--- src/rtl/io_responder_pkg.sv ---
// Shared constants for the memory-visit IO responder: status, access type/size encodings,
// register addresses and the FSM state types.
package io_responder_pkg;

  localparam logic [1:0] STATUS_IDLE = 2'b00;
  localparam logic [1:0] STATUS_BUSY = 2'b01;
  localparam logic [1:0] STATUS_DONE = 2'b10;

  localparam logic [1:0] VIS_NONE  = 2'b00;
  localparam logic [1:0] VIS_READ  = 2'b01;
  localparam logic [1:0] VIS_WRITE = 2'b10;

  localparam logic [1:0] SIZE_BYTE = 2'b00;
  localparam logic [1:0] SIZE_HALF = 2'b01;
  localparam logic [1:0] SIZE_WORD = 2'b10;

  localparam logic [16:0] ADDR_TXDATA  = 17'h10000;
  localparam logic [16:0] ADDR_STATUS  = 17'h10004;
  localparam logic [16:0] ADDR_TXCOUNT = 17'h10008;

  typedef enum logic [1:0] {RSP_IDLE, RSP_WAIT_SPACE, RSP_DONE} rsp_state_e;
  typedef enum logic [1:0] {TX_IDLE, TX_START, TX_DATA, TX_STOP} tx_state_e;

  function automatic logic [1:0] status_of(input rsp_state_e s);
    case (s)
      RSP_WAIT_SPACE: return STATUS_BUSY;
      RSP_DONE:       return STATUS_DONE;
      default:        return STATUS_IDLE;
    endcase
  endfunction

endpackage

--- src/rtl/io_responder_uart_tx.sv ---
// 8N1 serializer fed by a valid/ready pop handshake. States: TX_IDLE line high | TX_START start bit |
// TX_DATA 8 data bits LSB first | TX_STOP stop bit, may chain straight into the next START.
module uart_tx
  import io_responder_pkg::*;
#(
  parameter int CLKS_PER_BIT = 868
) (
  input  logic       clk,
  input  logic       rst_n,
  input  logic       i_valid,
  input  logic [7:0] i_data,
  output logic       o_ready,
  output logic       o_active,
  output logic       o_tx
);

  localparam int BAUD_W = (CLKS_PER_BIT > 1) ? $clog2(CLKS_PER_BIT) : 1;
  localparam logic [BAUD_W-1:0] BAUD_LAST = BAUD_W'(CLKS_PER_BIT - 1);

  tx_state_e         r_state, w_state_nxt;
  logic [BAUD_W-1:0] r_baud, w_baud_nxt;
  logic [2:0]        r_bit, w_bit_nxt;
  logic [7:0]        r_shift, w_shift_nxt;
  logic              w_bit_end;

  assign w_bit_end = (r_baud == BAUD_LAST);
  assign o_active  = (r_state != TX_IDLE);

  always_ff @(posedge clk or negedge rst_n) begin
    if (!rst_n) begin
      r_state <= TX_IDLE;
      r_baud  <= '0;
      r_bit   <= '0;
      r_shift <= '0;
    end else begin
      r_state <= w_state_nxt;
      r_baud  <= w_baud_nxt;
      r_bit   <= w_bit_nxt;
      r_shift <= w_shift_nxt;
    end
  end

  always_comb begin
    w_state_nxt = r_state;
    w_baud_nxt  = r_baud + BAUD_W'(1);
    w_bit_nxt   = r_bit;
    w_shift_nxt = r_shift;
    o_ready     = 1'b0;
    o_tx        = 1'b1;
    case (r_state)
      TX_IDLE: begin
        o_ready    = 1'b1;
        w_baud_nxt = '0;
        if (i_valid) begin
          w_shift_nxt = i_data;
          w_state_nxt = TX_START;
        end
      end
      TX_START: begin
        o_tx = 1'b0;
        if (w_bit_end) begin
          w_baud_nxt  = '0;
          w_bit_nxt   = '0;
          w_state_nxt = TX_DATA;
        end
      end
      TX_DATA: begin
        o_tx = r_shift[0];
        if (w_bit_end) begin
          w_baud_nxt  = '0;
          w_shift_nxt = {1'b0, r_shift[7:1]};
          if (r_bit == 3'd7) w_state_nxt = TX_STOP;
          else               w_bit_nxt   = r_bit + 3'd1;
        end
      end
      TX_STOP: begin
        if (w_bit_end) begin
          // Pop at the stop-bit boundary so a queued byte follows with no idle bit.
          o_ready    = 1'b1;
          w_baud_nxt = '0;
          if (i_valid) begin
            w_shift_nxt = i_data;
            w_state_nxt = TX_START;
          end else begin
            w_state_nxt = TX_IDLE;
          end
        end
      end
      default: w_state_nxt = TX_IDLE;
    endcase
  end

endmodule

--- src/rtl/io_responder.sv ---
// Memory-visit responder: TXDATA/STATUS/TXCOUNT register window over a byte FIFO feeding uart_tx.
// States: RSP_IDLE accepting | RSP_WAIT_SPACE FIFO full, write held | RSP_DONE one-cycle completion.
module io_responder
  import io_responder_pkg::*;
#(
  parameter int LEN            = 32,
  parameter int ADDR_WIDTH     = 17,
  parameter int SYS_CLK_FREQ   = 100000000,
  parameter int UART_BAUD_RATE = 115200,
  parameter int FIFO_DEPTH     = 8
) (
  input  logic                  clk,
  input  logic                  rst,
  input  logic [ADDR_WIDTH-1:0] mem_data_addr,
  input  logic                  mem_vis_enabled,
  input  logic [1:0]            memory_vis_signal,
  input  logic [1:0]            memory_vis_data_size,
  input  logic [LEN-1:0]        mem_write_data,
  output logic [LEN-1:0]        mem_read_data,
  output logic [1:0]            mem_vis_status,
  output logic                  Tx
);

  localparam int PTR_W = $clog2(FIFO_DEPTH);
  localparam int CNT_W = PTR_W + 1;

  logic [7:0]       r_fifo [FIFO_DEPTH];
  logic [PTR_W-1:0] r_wr_ptr, r_rd_ptr;
  logic [CNT_W-1:0] r_count;
  rsp_state_e       r_state, w_state_nxt;
  logic [1:0]       r_status;
  logic [LEN-1:0]   r_read_data, w_read_data_nxt;
  logic [7:0]       r_wdata, w_push_data;
  logic             w_push, w_pop, w_full, w_empty, w_tx_ready, w_tx_active, w_accept;
  logic             w_hit_tx, w_hit_status, w_hit_count;
  logic             w_unused;

  assign w_unused     = ^{memory_vis_data_size, mem_write_data[LEN-1:8]};
  assign w_full       = (r_count == CNT_W'(FIFO_DEPTH));
  assign w_empty      = (r_count == '0);
  assign w_pop        = w_tx_ready && !w_empty;
  assign w_accept     = (r_state == RSP_IDLE) && mem_vis_enabled && (memory_vis_signal != VIS_NONE);
  assign w_hit_tx     = (mem_data_addr == ADDR_WIDTH'(ADDR_TXDATA));
  assign w_hit_status = (mem_data_addr == ADDR_WIDTH'(ADDR_STATUS));
  assign w_hit_count  = (mem_data_addr == ADDR_WIDTH'(ADDR_TXCOUNT));

  assign mem_read_data  = r_read_data;
  assign mem_vis_status = r_status;

  always_comb begin
    w_state_nxt     = r_state;
    w_read_data_nxt = r_read_data;
    w_push          = 1'b0;
    w_push_data     = mem_write_data[7:0];
    case (r_state)
      RSP_IDLE: begin
        if (w_accept) begin
          w_state_nxt = RSP_DONE;
          if (memory_vis_signal == VIS_READ) begin
            if (w_hit_status)     w_read_data_nxt = LEN'({w_tx_active, w_empty, w_full});
            else if (w_hit_count) w_read_data_nxt = LEN'(r_count);
            else                  w_read_data_nxt = '0;
          end else if (memory_vis_signal == VIS_WRITE && w_hit_tx) begin
            if (w_full) w_state_nxt = RSP_WAIT_SPACE;
            else        w_push      = 1'b1;
          end
        end
      end
      RSP_WAIT_SPACE: begin
        // Judged on the registered count: a same-cycle pop does not free space yet.
        if (!w_full) begin
          w_push      = 1'b1;
          w_push_data = r_wdata;
          w_state_nxt = RSP_DONE;
        end
      end
      default: w_state_nxt = RSP_IDLE;
    endcase
  end

  always_ff @(posedge clk or negedge rst) begin
    if (!rst) begin
      r_state     <= RSP_IDLE;
      r_status    <= STATUS_IDLE;
      r_read_data <= '0;
      r_wdata     <= '0;
      r_wr_ptr    <= '0;
      r_rd_ptr    <= '0;
      r_count     <= '0;
    end else begin
      r_state     <= w_state_nxt;
      r_status    <= status_of(w_state_nxt);
      r_read_data <= w_read_data_nxt;
      if (w_accept) r_wdata <= mem_write_data[7:0];
      if (w_push)   r_wr_ptr <= r_wr_ptr + PTR_W'(1);
      if (w_pop)    r_rd_ptr <= r_rd_ptr + PTR_W'(1);
      case ({w_push, w_pop})
        2'b10:   r_count <= r_count + CNT_W'(1);
        2'b01:   r_count <= r_count - CNT_W'(1);
        default: r_count <= r_count;
      endcase
    end
  end

  always_ff @(posedge clk) begin
    if (w_push) r_fifo[r_wr_ptr] <= w_push_data;
  end

  uart_tx #(
    .CLKS_PER_BIT(SYS_CLK_FREQ / UART_BAUD_RATE)
  ) u_uart_tx (
    .clk     (clk),
    .rst_n   (rst),
    .i_valid (!w_empty),
    .i_data  (r_fifo[r_rd_ptr]),
    .o_ready (w_tx_ready),
    .o_active(w_tx_active),
    .o_tx    (Tx)
  );

endmodule

--- config.mk ---
export PLATFORM = sky130hd
export DESIGN_NAME = io_responder
export DESIGN_NICKNAME = d
export VERILOG_FILES = /design/src/rtl/io_responder_pkg.sv /design/src/rtl/io_responder_uart_tx.sv /design/src/rtl/io_responder.sv
export SDC_FILE = /design/constraint.sdc
export NUM_CORES = 1
export LEC_CHECK = 0
export ABC_CLOCK_PERIOD_IN_PS = 8420
export CORE_UTILIZATION = 50
export CTS_CLUSTER_DIAMETER = 100
export DETAILED_ROUTE_END_ITERATION = 8
export GPL_TIMING_DRIVEN = 1
export HOLD_SLACK_MARGIN = 0.03
export PLACE_DENSITY = 0.87
export SYNTH_ARGS = -nofsm -noshare
export SYNTH_HDL_FRONTEND = slang
export SYNTH_SLANG_ARGS = --single-unit
--- constraint.sdc ---
create_clock -name clk -period 8.42 [get_ports clk]
set_input_delay 1.684 -clock clk [delete_from_list [all_inputs] [get_ports clk]]
set_output_delay 1.684 -clock clk [all_outputs]
set_load 0.02 [all_outputs]
==> impl_metrics.yaml, run 1 <==
cts:
  cts_setup_buffers: 0
  post_cts_resized: 0
  clkSinkCount: 113
  htreeDepth: 4
  clk_path_buf_depth: 2
  clkLatencyLatePin_ns: 0.52
  path_clk_slew_ns: 0.06
  cts_buffers: 17
  cts_tree: "yes"
  postCtsHoldBufs: 0
  root_buffer: "clkbuf_8"
route:
  vias_per_cell: 5.77
  vias: 3290
  antenna_left: 0
  wirelength_mm: 11.5
  avgRoutedWirePerCell_um: 20.1
  drc: 0
  dr.pass1.iters: 5
  drt_iter0_drc: 200
global_route:
  grt_max_degree: 50
  grt.total_usage_pct: 22.8
  grt_antenna_before_repair: 0
  overflow: 0
  grt_pass1_vias: 3475
  grt_first_pass_wirelength_mm: 18.4
power:
  power_density_nw_per_um2: 223
  leakagePower_nw: 2.51
  ir_worst_vdd_uv: 166
  p_total_mw: 1.45
timing:
  grt_setup_unrepaired: "no"
  worst_pin_slew_ns: 1.04
  finalHoldWorstSlack_ns: 0.492
  setup_violations: 0
  period_share_pct: 50.4
  fin_worst_skew_ns: 0.0132
  fmax_mhz: 236
  period_needed_ns: 4.24
  hold_violations: 0
  relSlewSlack_pct: 30.8
  fin_setup_tns_ns: 0
  slew_viol_final: 0
worst_setup_path:
  crit_arrival_ns: 4.68
  critPathLaunchType: "input port"
  r2r_start: "r_count[2]"
  cpLargestDelayFamily: "simple AND/OR/NAND/NOR gates"
  crit_path_frequent_cell: "ha_1"
  critPathMaxFanout: 11
  r2r_setup_slack_ns: 5.00
  cp_slowest_cell: "nor4b_1"
  path_buf_inv: 1
  worst-setup-path-type: "input port to flop"
  cp_cell_sequence: "clkdlybuf4s50_1 -> nor4b_1 -> and4_1 -> a21oi_2 -> ha_1 -> ha_1 -> a21o_1 -> a21oi_1 -> mux2i_1 -> xnor2_1"
  worst_r2r_path_depth: 9
  cpPeakStageDelay_ns: 0.55
  crit_required_ns: 8.86
  timing.rr.end: "r_count[3]"
  cp-end-kind: "flop"
floorplanning:
  rows: 37
  die_h_um: 106
  die_w_um: 106
  core_region_area_um2: 10400
  initial_core_util_pct: 51.9
  ios: 91
  dieArea_um2: 11200
synth:
  ys_ff_latch: 113
  synth_top_family_by_area: "multiplexers"
  synthAdderAreaFrac_pct: 3.38
  syn_inst: 372
  avgSynthCellArea_um2: 14.5
  async_reset_ff_share_pct: 43.4
  yosys.area_share.simple_pct: 10.3
  yosys-mux-area-fraction_pct: 13.6
  synth-xor-area-share_pct: 2.27
  synth-warning-count: 0
  synth_area_um2: 5410
  synth_compound_area_share_pct: 6.04
  ys.flop_type: "edfxtp_1"
  yosysUniqueCellTypes: 62
  synth_edf_count: 64
  ys_seq_area_share_pct: 58.2
worst_hold_path:
  min_from: "u_uart_tx.r_baud[0]"
  hold_path_end: "u_uart_tx.r_baud[0]"
  whs_path_depth: 1
  hp-class: "flop to flop"
finish:
  fill_cells: 734
  regArea_um2: 3150
  final_util_pct: 62.1
  layout_common_cells: "64 x edfxtp_1, 49 x dfrtp_1, 35 x clkdlybuf4s50_1"
  layout-drive-gt1-share_pct: 22.8
  syn2layout_area_growth_pct: 19.6
  antenna_cells: 0
  final_common_cell: "edfxtp_1"
  finalNetCount: 491
  multi_input_area_um2: 2030
run:
  drv_cap: 0
status:
  status: "finished, final reports clean"
placement:
  dp_hpwl_mm: 6.88
  gp_congestion: 0.726
  io_buffers: 36
==> cell usage after synthesis (all sizes together) (5+ instances only) <==
master	n	area, µm²
edfxtp	64	1920
ha	13	163
buf	38	273
o221a	6	67.6
inv	12	45.0
mux2	27	327
xor2	9	78.8
nor4b	5	43.8
or3	6	37.5
mux4	16	360
xnor2	5	43.8
nor2	17	63.8
nand2	13	48.8
mux2i	5	50.1
nor3	5	25.0
nand3	8	45.0
dfrtp	49	1230
nor4	11	83.8
==> state kept, by name (all words and copies together) (netlist names) <==
| name | flops |
|---|---|
| r_rd_ptr | 3 |
| r_state | 2 |
| mem_vis_status | 2 |
| u_uart_tx.r_baud | 10 |
| r_fifo | 64 |
| u_uart_tx.r_bit | 3 |
| r_wr_ptr | 3 |
| u_uart_tx.r_state | 2 |
| u_uart_tx.r_shift | 8 |
| r_count | 4 |
| mem_read_data | 4 |
| r_wdata | 8 |
==> where the power goes <==
part           total, mW  leakage [nW]  switching [mW]  internal, mW
Clock              0.796         0.321           0.276         0.520
Sequential         0.598          1.19         0.00431         0.594
Combinational     0.0520         0.999          0.0290        0.0229
Total               1.45          2.51           0.309          1.14
==> worst max-delay path by stage <==
stage	start	endpoint	slack, ns	depth (start not counted)
2_1_floorplan	mem_data_addr[3]	r_fifo[2][0]	4.49	5
3_3_place_gp	mem_data_addr[3]	r_count[3]	3.93	10
3_5_place_dp	memory_vis_signal[1]	r_count[3]	3.69	10
4_1_cts	memory_vis_signal[1]	r_count[3]	4.22	10
5_1_grt	memory_vis_signal[1]	r_count[3]	4.03	10
6_report	memory_vis_signal[1]	r_count[3]	4.18	10
==> cells by family after synthesis <==
kind of cell               after synthesis
AOI/OAI and AO/OA                       37
muxes                                   48
other                                    1
and+or+nand+nor                         91
xor gates and xnor gates                14
adders and majority gates               14
DFF                                    113
buffers and inverters                   54
==> per-layer routing <==
| layer | wire length [µm] | track usage (%) | vias to the layer above |
|---|---|---|---|
| met5 | 0 | 0 | - |
| met4 | 282 | 12.2 | 0 |
| met3 | 627 | 5.03 | 26 |
| met2 | 6270 | 39.4 | 155 |
| met1 | 4280 | 26.5 | 1641 |
| li1 | - | - | 1468 |
==> final cells by class <==
type | instances | share of cell area (%)
Timing Repair Buffer | 45 | 6.54
Clock inverter | 15 | 3.71
Clock buffer | 17 | 6.40
Multi-Input combinational cell | 232 | 31.4
Sequential cell | 113 | 48.6
Inverter | 12 | 0.696
Tap cell | 136 | 2.63
==> stage by stage <==
step	cells	cell area, µm²	worst slack (ns)
after floorplan	399	5510	4.49
after global placement	538	5820	3.93
after detailed placement	538	5820	3.69
after CTS	570	6470	4.22
after global routing	570	6470	4.03
final	570	6470	4.18
(Power assumes the default switching activity.)
==> run 2: changes to the inputs <==
ABC_CLOCK_PERIOD_IN_PS = 3800   (was 8420)
CORE_UTILIZATION = 48   (was 50)
clock period = 3.8 ns   (was 8.42 ns; I/O delays follow)
==> impl_metrics.yaml, run 2 (synthesis results as in run 1) <==
finish:
  syn2layout_area_growth_pct: 17.8
  layout_common_cells: "64 x edfxtp_1, 49 x dfrtp_1, 35 x clkdlybuf4s50_1"
  finalNetCount: 493
  largest_registers: "r_fifo x64, u_uart_tx.r_baud x10"
  final_util_pct: 58.5
  largest_reg_flops: 64
  layout-drive-gt1-share_pct: 22.7
  final_common_cell: "edfxtp_1"
  final_cells: 576
  top_register: "r_fifo"
  antenna_cells: 0
worst_setup_path:
  critPathLaunchType: "flop"
  crit_required_ns: 4.25
  critPathMaxFanout: 13
  cp-end-kind: "flop"
  worst-setup-path-type: "flop to flop"
  crit_arrival_ns: 3.80
  r2r_setup_slack_ns: 0.45
power:
  seq_power_share_pct: 46.3
  p_total_mw: 2.86
  intPower_mw: 2.23
  combinationalPowerShare_pct: 4.1
  power_density_nw_per_um2: 449
  clockPowerShare_pct: 49.6
  switchingPower_uw: 633
  ir_worst_vdd_uv: 329
  leakagePower_nw: 2.45
  swShare_pct: 22.1
floorplanning:
  core_region_area_um2: 10900
  ios: 91
  rows: 38
  die_w_um: 108
  initial_core_util_pct: 49.7
  die_h_um: 108
  dieArea_um2: 11700
timing:
  worst_pin_slew_ns: 0.979
  fin_setup_tns_ns: 0
  grt_setup_unrepaired: "no"
  fin_worst_skew_ns: 0.00796
  period_needed_ns: 3.35
  hold_violations: 0
  period_share_pct: 88.2
  setup_violations: 0
  relSlewSlack_pct: 34.7
  fmax_mhz: 298
  finalHoldWorstSlack_ns: 0.344
  slew_viol_final: 0
global_route:
  grt_max_degree: 37
  grt_first_pass_wirelength_mm: 17.8
  grt.total_usage_pct: 21.0
  overflow: 0
  grt_antenna_before_repair: 0
  grt_pass1_vias: 3515
run:
  drv_cap: 0
cts:
  clkLatencyLatePin_ns: 0.53
  post_cts_resized: 0
  cts_buffers: 17
  clkSinkCount: 113
  htreeDepth: 4
  cts_setup_buffers: 0
  cts_tree: "yes"
  postCtsHoldBufs: 0
  root_buffer: "clkbuf_8"
  path_clk_slew_ns: 0.06
  clk_path_buf_depth: 2
placement:
  gp_congestion: 0.820
  io_buffers: 36
  dp_hpwl_mm: 7.09
  post-place-cells: 544
worst_hold_path:
  hp-class: "input port to asynchronous set/reset pin"
status:
  status: "finished, final reports clean"
route:
  antenna_left: 0
  vias_per_cell: 5.74
  drc: 0
  dr.pass1.iters: 5
  vias: 3309
  avgRoutedWirePerCell_um: 19.4
  wirelength_mm: 11.2
  drt_iter0_drc: 254
-- run 2: cell count changes in the layout (fill, tap and decap cells not counted) --
cell,change
buf_4,+2
bufinv_16,-4
clkbuf_1,+2
clkinv_2,+3
clkinv_4,+1
clkinvlp_4,+6
inv_6,-7
inv_8,-1
-- run 2: layer usage --
metal / vias to the layer above / global-route usage (%) / part of all wire [%]
li1: 1474 / - / -
met1: 1659 / 24.2 / 39
met2: 147 / 35.2 / 52
met3: 29 / 6.69 / 6.5
met4: 0 / 10.8 / 2.3
met5: - / 0 / 0
-- run 2: critical path, stage by stage (launching register included) --
cell	delay, ns
dfrtp_1	0.45
or4b_1	0.69
and3b_4	0.33
a21oi_2	0.45
ha_1	0.35
ha_1	0.27
a21o_1	0.18
a21oi_1	0.17
mux2i_1	0.23
xnor2_1	0.14
-- run 2: through the flow --
| stage | setup WS [ns] | area (µm²) |
|---|---|---|
| 4_1_cts | 0.492 | 6370 |
| 3_3_place_gp | 0.244 | 5840 |
| 2_1_floorplan | 0.790 | 5510 |
| 6_report | 0.448 | 6370 |
| 3_5_place_dp | 0.111 | 5840 |
| 5_1_grt | 0.300 | 6370 |
-- run 2: cell type report --
class,instances,area (µm²)
clock buffers,19,422
clock inverters,13,116
fillers,764,4510
inverters,12,45.0
multi-input cells,232,2030
flip-flops and latches,113,3150
well taps,140,175
repair buffers,47,438
-- run 2: worst paths after layout --
check                                         start             endpoint  cells after the start
worst max-delay path                     r_count[2]           r_count[3]                      9
min in group clk                u_uart_tx.r_baud[0]  u_uart_tx.r_baud[0]                      1
worst min-delay path                            rst           r_wdata[2]                      1
worst max register to register           r_count[2]           r_count[3]                      9
worst min register to register  u_uart_tx.r_baud[0]  u_uart_tx.r_baud[0]                      1
max in group asynchronous                       rst          r_wr_ptr[2]                      2
-- run 2: power by group through the flow --
stage	registers [mW]	logic, mW	clock network (mW)
after global routing	1.33	0.127	1.48
after detailed placement	1.35	0.116	0
after CTS	1.33	0.117	1.43
after global placement	1.35	0.110	0
after floorplan	1.35	0.0817	0
final	1.33	0.116	1.42
==> edit 1, RTL diff (settings of run 2) <==
Set the parameter `SYS_CLK_FREQ` to 200000000 (it was 100000000).
--- a/src/rtl/io_responder.sv
+++ b/src/rtl/io_responder.sv
@@ -5,7 +5,7 @@
 #(
   parameter int LEN            = 32,
   parameter int ADDR_WIDTH     = 17,
-  parameter int SYS_CLK_FREQ   = 100000000,
+  parameter int SYS_CLK_FREQ   = 200000000,
   parameter int UART_BAUD_RATE = 115200,
   parameter int FIFO_DEPTH     = 8
 ) (
Formal check against the unedited RTL: same outputs for any inputs over 10 cycles, from zero or initial values and one cycle with rst low; that may be too few to reach the edited logic, so the function may still have changed.
==> edit 1 against run 2 <==
- clock skew fell by 0.00075 ns
- sequential cell count grew 1
- critical path type is now primary input to flip-flop
- global-route usage down 0.35 points
- count of clock-buffer cells in the layout decreased by 2
- routed wire length decreased by 5.9%
- design area is 1.9% lower
- worst setup slack improved by 0.023 ns
- via count decreased by 3.8%
- synthesized area shrank 2.4%
Power is not compared: it rests on default switching activity, and its combinational part moved more than twofold at a synthesized area within 25%.
==> edit 1: results (changes against run 2) <==
* Number of global-route vias before repair at 3456 (-1.7%)
* Ys async rst share at 43.9% (+0.50 points)
* Detail Placement HPWL at 6.80 mm (-4.2%)
* Largest registers: r_fifo x64, u_uart_tx.r_baud x11
* Synth top cells by count: 64 x edfxtp_1, 50 x dfrtp_1, 28 x buf_4
* # port buffers at 36 (unchanged)
* Met2 Usage GRT at 35.6% (+0.41 points)
* DR iter-0 viols at 213 (-16%)
* WL final at 10.5 mm (-5.9%)
* Synth top area cells: edfxtp_1 36%, dfrtp_1 24%, mux4_2 6.8%
* Largest net degree at the start of global routing at 36 (-2.7%)
* DR pass1 iterations at 4 (-1)
* Crit path from: mem_data_addr[1]
* # fillers at 762 (-0.26%)
* GRT Util Overall at 20.7% (-0.35 points)
* Vias/cell at 5.52 (-3.8%)
* Status: finished, final reports clean
* Synth cell types at 50 (-19%)
* Worst rel slew slack at 28.0% (-6.7 points)
* GR Util met3 at 4.92% (-1.8 points)
* Final Skew at 0.00721 ns (-0.000751 ns)
* RePlAce Congestion at 0.773 (-5.7%)
* Global routing usage on met1 at 23.9% (-0.25 points)
* DP Worst Slack at -0.0251 ns (-0.136 ns)
* Switching Fraction at 32.6%
* Worst EP arrival at 3.73 ns (-0.07 ns)
* Share of cells above drive strength 1 at 19.3% (-3.4 points)
* First-pass GRT wire length at 17.3 mm (-2.6%)
* Reg clk slew, reported paths at 0.06 ns (about the same)
* Register area share after synthesis at 60.1% (+1.9 points)
* Nets at 496 (+0.61%)
* Post-CTS Setup Bufs at 0 (unchanged)
* Synthesized instance count at 379 (+1.9%)
* Critical Path Fanout Max at 3 (-10)
## edit 1: changes by cell type after synthesis, moves of 4 or more
cell      delta
nand2_1      +9
o21ai_0     +20
nor4b_1      -4
o22a_1       +5
buf_2        -6
o221a_2      -5
nor2_1       +9
a21oi_1      +6
mux2i_1      -4
mux2_4       -6
clkbuf_1     +6
inv_1        -6
nor4_1       -6
## edit 1: layout make-up
class / instances / area [um2] / share of cell area, %
Clock buffer: 17 / 414 / 6.62
Inverter: 6 / 22.5 / 0.360
Clock inverter: 15 / 146 / 2.34
Timing Repair Buffer: 43 / 408 / 6.52
Sequential cell: 114 / 3170 / 50.8
Multi-Input combinational cell: 245 / 1920 / 30.7
Tap cell: 136 / 170 / 2.72
## edit 1: critical path, cell delays in order
cell,delay [ns]
clkdlybuf4s50_1,0.41
or4b_4,0.54
or3_4,0.43
nor4_4,0.26
or2_2,0.17
inv_1,0.06
ha_1,0.22
xor2_1,0.15
ha_1,0.19
a21oi_1,0.15
xor2_1,0.18
nor2_1,0.08
xor2_1,0.15
## edit 1: routing by layer
metal / vias to the layer above / share of wire, %
li1: 1461 / -
met1: 1580 / 41
met2: 110 / 52
met3: 31 / 4.0
met4: 0 / 3.1
met5: - / 0
## edit 1: power by group through the flow
stage / Sequential, uW / Combinational, uW / Clock [uW]
after floorplan: 1530 / 900 / 0
after detailed placement: 1660 / 1030 / 0
final: 1650 / 1050 / 1500
after global routing: 1680 / 1180 / 1560
after global placement: 1660 / 954 / 0
after CTS: 1650 / 1060 / 1510
## edit 1: kinds of logic (layout without fill, tap and decap cells)
| logic type | Yosys count | in the layout | share of synthesized area [%] |
|---|---|---|---|
| flops | 114 | 114 | 60.1 |
| simple gates | 99 | 99 | 11.2 |
| compound gates | 51 | 51 | 5.99 |
| buf+inv | 47 | 81 | 5.52 |
| mux | 36 | 36 | 11.1 |
| xor+xnor | 18 | 18 | 2.99 |
| fa+ha+maj | 13 | 13 | 3.08 |
| other cells | 1 | 28 | 0.0710 |
## edit 1: path summary, 6_finish.rpt
kind / endpoint / slack, ns / depth (start not counted)
max in group asynchronous: r_wdata[3] / 2.78 / 2
hold / removal: u_uart_tx.r_baud[9] / 0.30 / 1
hold reg to reg: u_uart_tx.r_shift[2] / 0.49 / 2
setup reg to reg: r_count[2] / 0.69 / 12
min in group clk: u_uart_tx.r_shift[2] / 0.49 / 2
setup / recovery: r_count[2] / 0.47 / 13
## edit 1: metrics by stage
stage | utilization, % | total power, uW | hold WS, ns | setup TNS, ns
after floorplan | - | 2430 | 0.443 | 0
after CTS | 59.5 | 4220 | 0.321 | 0
after global routing | 59.5 | 4420 | 0.358 | 0
after global placement | 54.2 | 2610 | 0.459 | 0
after detailed placement | 54.2 | 2690 | 0.468 | -0.0251
final | 59.5 | 4210 | 0.299 | 0
==> edit 2, RTL diff (flow settings as in run 2) <==
Made on the original files. Re-encode `tx_state_e` (4 states) as one-hot, 4 bits wide.
--- a/src/rtl/io_responder_pkg.sv
+++ b/src/rtl/io_responder_pkg.sv
@@ -19,7 +19,7 @@
   localparam logic [16:0] ADDR_TXCOUNT = 17'h10008;
 
   typedef enum logic [1:0] {RSP_IDLE, RSP_WAIT_SPACE, RSP_DONE} rsp_state_e;
-  typedef enum logic [1:0] {TX_IDLE, TX_START, TX_DATA, TX_STOP} tx_state_e;
+  typedef enum logic [3:0] {TX_IDLE = 4'b0001, TX_START = 4'b0010, TX_DATA = 4'b0100, TX_STOP = 4'b1000} tx_state_e;
 
   function automatic logic [1:0] status_of(input rsp_state_e s);
     case (s)
Formal check against the unedited RTL: same outputs for any inputs over 10 cycles, from zero or initial values and one cycle with rst low; not proved beyond that.
==> edit 2 against run 2 <==
- routed wire length increased by 2.4%
- design area increased by 1.6%
- synthesized area grew 0.67%
- worst setup slack better by 0.088 ns
- critical path depth increased by 1
- sequential cell count is 2 higher
- total power increased by 6.6%
- final cell count is 7.3% higher
- utilization increased by 0.65 points
- critical path type unchanged
- largest cell class unchanged
==> edit 2: results (changes against run 2) <==
* Status: finished, final reports clean
* Global routing usage on met1 at 24.4% (+0.29 points)
* GRT Util Overall at 21.2% (+0.21 points)
* Synth cell types at 57 (-8.1%)
* Ys async rst share at 44.3% (+0.98 points)
* R2R Setup Slk at 0.54 ns (+0.09 ns)
* First-pass GRT wire length at 18.7 mm (+5.0%)
* Clock Root Buffer: clkbuf_16
* Worst EP arrival at 3.59 ns (-0.21 ns)
* Ys flop type: edfxtp_1
* # port buffers at 36 (unchanged)
* Worst reg-to-reg path cell count at 10 (+1)
* Final Skew at 0.0105 ns (+0.00251 ns)
* Worst slew pin tran at 0.975 ns (-0.00369 ns)
* # fillers at 805 (+5.4%)
* Leakage at 0.00250 uW (+2.2%)
* Ant diodes at 0 (unchanged)
* Synth top area cells: edfxtp_1 35%, dfrtp_1 23%, mux2_2 7.6%
* Post-CTS Setup Bufs at 0 (unchanged)
* Largest net degree at the start of global routing at 32 (-14%)
* Crit path from: u_uart_tx.r_baud[0]
* Initial antenna violation count at 0 (unchanged)
* TritonCTS Buffers at 17 (unchanged)
* Critical Path Fanout Max at 5 (-8)
* GR Util met3 at 5.30% (-1.4 points)
* Detail Placement HPWL at 7.34 mm (+3.5%)
* Largest registers: r_fifo x64, u_uart_tx.r_baud x10
* CTS resizes at 0 (unchanged)
* Met2 Usage GRT at 36.6% (+1.4 points)
* Insertion delay to the later sink of the worst-skew pair at 0.41 ns (-0.12 ns)
* RePlAce Congestion at 0.792 (-3.4%)
* DR iter-0 viols at 296 (+17%)
* Peak VDD IR at 407 uV (+24%)
* Clock Path Buffers at 2 (unchanged)
* Vias/cell at 5.95 (+3.5%)
* Nets at 530 (+7.5%)
* Reg2reg end: r_count[3]
* Register area share after synthesis at 58.7% (+0.55 points)
* Number of global-route vias before repair at 3855 (+9.7%)
* WL final at 11.5 mm (+2.4%)
* Synth top cells by count: 64 x edfxtp_1, 50 x dfrtp_1, 37 x mux2_2
* Share of cells above drive strength 1 at 19.5% (-3.3 points)
[edit 2: per-stage QoR]
| stage | power (uW) | hold WS [ns] | instance area [um2] | worst slack, ns | cells |
|---|---|---|---|---|---|
| 2_1_floorplan | 1450 | 0.455 | 5550 | 0.767 | 443 |
| 3_3_place_gp | 1480 | 0.469 | 5880 | 0.415 | 586 |
| 3_5_place_dp | 1480 | 0.477 | 5880 | 0.321 | 586 |
| 4_1_cts | 3060 | 0.406 | 6470 | 0.548 | 618 |
| 5_1_grt | 3120 | 0.444 | 6470 | 0.327 | 618 |
| 6_report | 3050 | 0.382 | 6470 | 0.535 | 618 |
[edit 2: power breakdown]
part	switching, uW	total [uW]	internal (uW)	leakage (uW)
logic	65.8	115	49.4	0.00101
clock network	607	1590	984	0.000293
registers	8.44	1350	1340	0.00120
[edit 2: routing by layer]
metal	part of all wire, %	vias to the layer above
li1	-	1621
met1	39	1832
met2	52	188
met3	5.5	34
met4	3.4	0
met5	0	-
[edit 2: critical path, stage by stage, from the launching register on]
cell and delay, ns:
dfrtp_1 0.41, ha_1 0.25, or3b_1 0.43, nor4b_1 0.44
o211a_1 0.33, ha_1 0.29, ha_1 0.27, a21o_1 0.18
a21oi_1 0.16, mux2i_1 0.27, xnor2_1 0.15
[edit 2: logic make-up after synthesis]
logic type                 count (synthesis)  share of synthesized area [%]
and+or+nand+nor                          112                           12.0
adders and majority gates                  9                           2.21
muxes                                     41                           8.84
buffers and inverters                     58                           6.29
DFF                                      115                           58.7
xor gates and xnor gates                  16                           2.57
AOI/OAI and AO/OA                         64                           9.26
other                                      1                         0.0689
[edit 2: area by class of cell]
cell class              count  share of cell area, %
multi-input cells         270                   31.0
well taps                 140                   2.71
inverters                  12                  0.696
repair buffers             49                   7.00
clock buffers              17                   6.57
flip-flops and latches    115                   49.4
clock inverters            15                   2.63
